[src/rtl/uart_frame_rx_ctrl.sv]
// -----------------------------------------------------------------------------
// uart_frame_rx_ctrl
//
// Turns the byte strobes coming out of the UART receiver into verified frames
// of the form SYNC, LEN, LEN payload bytes, CSUM. The payload is buffered while
// it arrives, then released to the command decoder as a valid/ready byte
// stream with a last flag once length and checksum have been confirmed.
//
// Ports:
//   i_clk          single clock, everything on the rising edge
//   i_rst          synchronous active-high reset
//   i_rx_data      received byte, qualified by i_rx_en
//   i_rx_en        one-cycle strobe per received byte
//   o_data         payload byte being offered downstream
//   o_valid        o_data is valid (only while delivering)
//   o_last         o_data is the final payload byte of the frame
//   i_ready        downstream accepts o_data this cycle
//   o_len          length of the frame being delivered
//   o_busy         controller is anywhere but idle
//   o_err_len      one-cycle pulse, LEN byte out of range
//   o_err_csum     one-cycle pulse, checksum mismatch
//   o_err_timeout  one-cycle pulse, receiver went quiet mid-frame
//   o_overrun      one-cycle pulse, a byte was dropped while delivering
// -----------------------------------------------------------------------------
module uart_frame_rx_ctrl #(
   parameter int         CLOCK_FREQUENCY = 1_000_000,
   parameter int         BAUD_RATE       = 12_000,
   parameter int         TIMEOUT_BAUDS   = 20,
   parameter int         MAX_PAYLOAD     = 16,
   parameter logic [7:0] SYNC_BYTE       = 8'hA5,
   localparam int        LEN_W           = $clog2(MAX_PAYLOAD + 1)
) (
   input  logic             i_clk,
   input  logic             i_rst,
   input  logic [7:0]       i_rx_data,
   input  logic             i_rx_en,
   output logic [7:0]       o_data,
   output logic             o_valid,
   output logic             o_last,
   input  logic             i_ready,
   output logic [LEN_W-1:0] o_len,
   output logic             o_busy,
   output logic             o_err_len,
   output logic             o_err_csum,
   output logic             o_err_timeout,
   output logic             o_overrun
);

   localparam int CLOCKS_PER_BAUD = CLOCK_FREQUENCY / BAUD_RATE;
   localparam int TIMEOUT_CYCLES  = CLOCKS_PER_BAUD * TIMEOUT_BAUDS;
   localparam int TO_W            = $clog2(TIMEOUT_CYCLES + 1);
   localparam int PTR_W           = (MAX_PAYLOAD > 1) ? $clog2(MAX_PAYLOAD) : 1;
   localparam logic [TO_W-1:0] TO_RELOAD = TO_W'(TIMEOUT_CYCLES - 1);

   typedef enum logic [2:0] {
      ST_IDLE,
      ST_LEN,
      ST_PAYLOAD,
      ST_CSUM,
      ST_DELIVER
   } state_t;

   state_t            state;
   state_t            state_next;
   logic [7:0]        payload_mem [MAX_PAYLOAD];
   logic [LEN_W-1:0]  len;
   logic [LEN_W-1:0]  len_m1;
   logic [PTR_W-1:0]  wr_ptr;
   logic [PTR_W-1:0]  rd_ptr;
   logic [7:0]        csum;
   logic [TO_W-1:0]   timeout_cnt;
   logic              len_ok;
   logic              wr_last;
   logic              rd_last;
   logic              expired;
   logic              err_len_next;
   logic              err_csum_next;
   logic              err_timeout_next;
   logic              overrun_next;

   assign len_ok  = (i_rx_data != 8'h00) && (i_rx_data <= 8'(MAX_PAYLOAD));
   assign len_m1  = len - LEN_W'(1);
   assign wr_last = (LEN_W'(wr_ptr) == len_m1);
   assign rd_last = (LEN_W'(rd_ptr) == len_m1);
   // A strobe in the cycle the counter sits at zero takes priority over expiry.
   assign expired = (timeout_cnt == '0) && !i_rx_en;

   assign o_valid = (state == ST_DELIVER);
   assign o_data  = o_valid ? payload_mem[rd_ptr] : 8'h00;
   assign o_last  = o_valid && rd_last;
   assign o_len   = len;
   assign o_busy  = (state != ST_IDLE);

   // Next-state decode plus the error/overrun pulses, which are registered so
   // they appear the cycle after the offending strobe or expiry.
   always_comb begin
      state_next       = state;
      err_len_next     = 1'b0;
      err_csum_next    = 1'b0;
      err_timeout_next = 1'b0;
      overrun_next     = 1'b0;
      case (state)
         ST_IDLE: begin
            if (i_rx_en && (i_rx_data == SYNC_BYTE)) state_next = ST_LEN;
         end
         ST_LEN: begin
            if (i_rx_en) begin
               if (len_ok) begin
                  state_next = ST_PAYLOAD;
               end else begin
                  state_next   = ST_IDLE;
                  err_len_next = 1'b1;
               end
            end else if (expired) begin
               state_next       = ST_IDLE;
               err_timeout_next = 1'b1;
            end
         end
         ST_PAYLOAD: begin
            if (i_rx_en) begin
               if (wr_last) state_next = ST_CSUM;
            end else if (expired) begin
               state_next       = ST_IDLE;
               err_timeout_next = 1'b1;
            end
         end
         ST_CSUM: begin
            if (i_rx_en) begin
               if (i_rx_data == csum) begin
                  state_next = ST_DELIVER;
               end else begin
                  state_next    = ST_IDLE;
                  err_csum_next = 1'b1;
               end
            end else if (expired) begin
               state_next       = ST_IDLE;
               err_timeout_next = 1'b1;
            end
         end
         ST_DELIVER: begin
            if (i_rx_en) overrun_next = 1'b1;
            if (i_ready && rd_last) state_next = ST_IDLE;
         end
         default: state_next = ST_IDLE;
      endcase
   end

   // State register and frame bookkeeping: length, running checksum, write and
   // read pointers and the inter-byte timeout counter.
   always_ff @(posedge i_clk) begin
      if (i_rst) begin
         state         <= ST_IDLE;
         len           <= '0;
         wr_ptr        <= '0;
         rd_ptr        <= '0;
         csum          <= 8'h00;
         timeout_cnt   <= '0;
         o_err_len     <= 1'b0;
         o_err_csum    <= 1'b0;
         o_err_timeout <= 1'b0;
         o_overrun     <= 1'b0;
      end else begin
         state         <= state_next;
         o_err_len     <= err_len_next;
         o_err_csum    <= err_csum_next;
         o_err_timeout <= err_timeout_next;
         o_overrun     <= overrun_next;
         case (state)
            ST_IDLE: begin
               if (i_rx_en && (i_rx_data == SYNC_BYTE)) timeout_cnt <= TO_RELOAD;
            end
            ST_LEN, ST_PAYLOAD, ST_CSUM: begin
               if (i_rx_en) begin
                  timeout_cnt <= TO_RELOAD;
               end else if (timeout_cnt != '0) begin
                  timeout_cnt <= timeout_cnt - TO_W'(1);
               end
               if (i_rx_en && (state == ST_LEN) && len_ok) begin
                  len    <= LEN_W'(i_rx_data);
                  csum   <= i_rx_data;
                  wr_ptr <= '0;
               end
               if (i_rx_en && (state == ST_PAYLOAD)) begin
                  csum   <= csum ^ i_rx_data;
                  wr_ptr <= wr_ptr + PTR_W'(1);
               end
               if (i_rx_en && (state == ST_CSUM)) rd_ptr <= '0;
            end
            ST_DELIVER: begin
               if (i_ready) begin
                  if (rd_last) begin
                     rd_ptr <= '0;
                     wr_ptr <= '0;
                  end else begin
                     rd_ptr <= rd_ptr + PTR_W'(1);
                  end
               end
            end
            default: ;
         endcase
      end
   end

   // Payload storage has no reset: it is only ever read after being rewritten
   // by the frame that is being delivered.
   always_ff @(posedge i_clk) begin
      if (!i_rst && (state == ST_PAYLOAD) && i_rx_en) payload_mem[wr_ptr] <= i_rx_data;
   end

endmodule
[config.mk]
export PLATFORM = sky130hd
export DESIGN_NAME = uart_frame_rx_ctrl
export DESIGN_NICKNAME = d
export VERILOG_FILES = /design/src/rtl/uart_frame_rx_ctrl.sv
export SDC_FILE = /design/constraint.sdc
export NUM_CORES = 1
export LEC_CHECK = 0
export CAP_MARGIN = 20
export CORE_ASPECT_RATIO = 0.9
export CORE_UTILIZATION = 58
export DETAILED_ROUTE_END_ITERATION = 12
export GPL_TIMING_DRIVEN = 0
export PLACE_DENSITY = 0.73
export SETUP_SLACK_MARGIN = 0.05
export SLEW_MARGIN = 20
export SYNTH_ARGS = -nofsm -noshare
export SYNTH_HDL_FRONTEND = slang
export SYNTH_SLANG_ARGS = --single-unit
export TNS_END_PERCENT = 5
[constraint.sdc]
create_clock -name i_clk -period 2.86 [get_ports i_clk]
set_input_delay 0.572 -clock i_clk [delete_from_list [all_inputs] [get_ports i_clk]]
set_output_delay 0.572 -clock i_clk [all_outputs]
set_load 0.02 [all_outputs]
==> flow_metrics.env <==
export IMPL_fin_util_pct=70.4
export IMPL_p_per_area_nw_per_um2=586
export IMPL_grt_overflow_total=0
export IMPL_ys_types=57
export IMPL_synthFlopType="edfxtp_1"
export IMPL_relSlewSlack_pct=32.3
export IMPL_layout_drive_gt1_share_pct=21.9
export IMPL_timing_setup_tns_ns=-0.790
export IMPL_start_util_pct=60.1
export IMPL_cp_required_ns=2.29
export IMPL_cts_buffer_depth=2
export IMPL_violations="negative setup slack"
export IMPL_worstMarginPinSlew_ns=1.02
export IMPL_fin_skew_ns=0.00588
export IMPL_worst_ep_arrival_time_ns=2.44
export IMPL_fillers=789
export IMPL_io_buffers=30
export IMPL_p_leak_nw=2.73
export IMPL_die_h_um=108
export IMPL_min_to="o_len[1]$_SDFFE_PP0P_"
export IMPL_die_w_um=120
export IMPL_viasPerCell=6.36
export IMPL_antenna_left=0
export IMPL_hold_start="o_len[1]$_SDFFE_PP0P_"
export IMPL_netlist_area_um2=7280
export IMPL_h_tree_depth=4
export IMPL_track_usage_pct=26.8
export IMPL_wirelength_um=16300
export IMPL_crit_reg2reg_launch="o_len[0]$_SDFFE_PP0P_"
export IMPL_regToRegSetupSlack_ns=0.66
export IMPL_vias=4510
export IMPL_syn_nets=502
export IMPL_cts_sinks=171
export IMPL_power_total_w=0.00500
export IMPL_ios=32
export IMPL_clk_pin_slew_worst_paths_ns=0.06
export IMPL_synthCells=482
export IMPL_period_share_pct=105
export IMPL_ys_warn_count=0
export IMPL_netSwitchingPower_w=0.00103
export IMPL_avgSynthCellArea_um2=15.1
export IMPL_cts_tree="yes"
export IMPL_core_area_um2=12100
export IMPL_start_kind="flop"
export IMPL_seqCellArea_um2=4710
export IMPL_grt_pass1_wl_um=24700
export IMPL_fin_ws_ns=-0.156
export IMPL_drc=0
export IMPL_criticalPathCategory="reg2out"
export IMPL_drt_iter0_markers=506
export IMPL_preCtsSetupSlack_ns=-0.460
export IMPL_status="finished, violations left"
export IMPL_nets=555
export IMPL_root_buffer="clkbuf_16"
export IMPL_cellInternalPower_w=0.00397
export IMPL_dpl_hpwl_um=10400
export IMPL_worstReg2RegEnd="wr_ptr[3]$_SDFFE_PP0P_"
export IMPL_synth_edf_count=128
export IMPL_period_needed_ns=3.02
export IMPL_drt_pass1_iter_count=5
export IMPL_switching_share_pct=20.5
export IMPL_crit_fanout=5
export IMPL_irDropWorstVdd_mv=0.476
export IMPL_drv_cap=0
export IMPL_numCtsBuffers=17
export IMPL_antenna_found_initial=1
export IMPL_synth_seq_cells=171
export IMPL_hold_depth=2
export IMPL_dieArea_um2=13000
export IMPL_pwr_share_clk_pct=44.8
export IMPL_reg2reg_depth=8
export IMPL_endpoint_kind="primary output"
export IMPL_setup_violations=8
export IMPL_max_freq_mhz=332
export IMPL_wl_per_cell_um=23.0
export IMPL_worst_skew_pair_late_latency_ns=0.43
export IMPL_multiInputGateArea_um2=2470
export IMPL_grt_max_degree=23
export IMPL_routabilityCongestion=0.862
export IMPL_async_flop_share_pct=0
export IMPL_ys_seq_area_share_pct=64.6
export IMPL_area_growth_pct=17.1
export IMPL_hold_violations=0
export IMPL_power_frac_seq_pct=53.3
export IMPL_hp_class="reg2reg"
export IMPL_grt_pass1_vias=4426
export IMPL_rows=38
export IMPL_maxSlewViolCount=0
export IMPL_p_comb_share_pct=1.9
export IMPL_rsz0062_at_grt="true"
[cell usage in the layout, fill, tap and decap left out, types with 3 or more instances in the layout]
cell type	n
a211oi_1	3
nor2_1	20
dlymetal6s2s_1	3
edfxtp_1	128
clkbuf_1	13
clkdlybuf4s50_1	16
xor2_1	9
and2_4	7
nand3_1	10
buf_12	5
mux4_2	40
nand2b_1	3
buf_2	6
a311oi_1	4
or3_1	3
nor3_1	14
buf_6	7
nand2_1	22
nor4b_1	3
o21ai_0	8
clkbuf_16	17
nor3b_1	3
xnor2_1	12
o21a_1	3
dfxtp_1	40
and3_1	4
clkinvlp_4	6
buf_4	3
and2_1	17
inv_1	9
clkinv_4	3
nand4_1	4
a21oi_1	28
a31oi_1	7
ha_1	7
nor4_1	5
[cells in the mapped netlist, types with 8 or more instances]
library cell | number | area, um^2
xor2_1 | 9 | 78.8
nand2_1 | 22 | 82.6
and2_1 | 24 | 150
inv_1 | 10 | 37.5
ha_1 | 8 | 100
dfxtp_1 | 43 | 861
xnor2_1 | 12 | 105
edfxtp_1 | 128 | 3840
nor3_1 | 14 | 70.1
a21oi_1 | 28 | 140
o21ai_0 | 8 | 40.0
mux4_2 | 40 | 901
clkbuf_1 | 15 | 56.3
nor2_1 | 21 | 78.8
nand3_1 | 10 | 50.1
[through the flow]
step / hold slack [ns] / cells / instance area [um^2]
after global routing: 0.537 / 708 / 8530
after CTS: 0.506 / 709 / 8520
after global placement: 0.483 / 672 / 7780
after floorplan: 0.462 / 482 / 7280
after detailed placement: 0.492 / 672 / 7780
final: 0.497 / 709 / 8530
[per-layer routing]
layer	part of all wire, %	global-route usage, %	vias to the layer above
met5	0	0	-
met4	1.9	11.1	0
met3	6.2	5.49	27
met2	49	42.9	182
met1	43	36.2	2307
li1	-	-	1994
[state kept, by name, summed over array words and instances, names as in the netlist, named ones only]
signal,cells
rd_ptr,4
o_err_len,1
o_err_timeout,1
csum,8
payload_mem,128
state,3
o_len,5
o_overrun,1
timeout_cnt,11
o_err_csum,1
wr_ptr,4
[worst max-delay path: stages, from the launching register on]
cell and delay (ns):
dfxtp_2 0.33, buf_8 0.14, buf_12 0.14, mux4_2 0.57
mux4_2 0.52, and2_4 0.18, buf_6 0.12
[how the worst max path moves through the flow]
stage          startpoint  slack, ns  cells past startpoint         to
6_report             flop      -0.16                      6  o_data[0]
3_5_place_dp         flop      -0.46                      5  o_data[1]
2_1_floorplan        flop       0.37                      5  o_data[0]
3_3_place_gp         flop      -0.40                      5  o_data[1]
5_1_grt              flop      -0.18                      6  o_data[1]
4_1_cts              flop      -0.16                      7  o_data[7]
[logic make-up after synthesis]
kind of cell	Yosys count	share of synthesized area, %
AND/OR/NAND/NOR	129	9.76
AO/OA/AOI/OAI	76	7.11
adder cells (fa/ha/maj)	8	1.37
buffers and inverters	36	1.96
multiplexers	40	12.4
flip-flops	171	64.6
XOR/XNOR	22	2.83
[power groups by stage]
stage	sequential [W]	clock (W)	combinational, W
floorplan	0.00272	0	0.0000301
global placement	0.00272	0	0.0000892
detailed placement	0.00272	0	0.0000930
CTS	0.00266	0.00224	0.0000928
global route	0.00266	0.00234	0.000101
finish	0.00266	0.00224	0.0000949
[area by class of cell]
type	count	share of cell area, %
sequential	171	55.2
multi-input combinational	275	29.0
clock buffer	18	5.03
timing repair buffer	34	4.21
tap	160	2.35
buffer	26	2.02
clock inverter	14	1.75
inverter	10	0.440
antenna	1	0.0293
[repair_timing]
action,CTS,global route
setup buffers,4,0
resized for setup,77,20
hold buffers,0,0
gates cloned,1,0
pin swaps,3,1
setup endpoints to repair,11,27
Note: power is estimated with default switching activity, not from simulation.
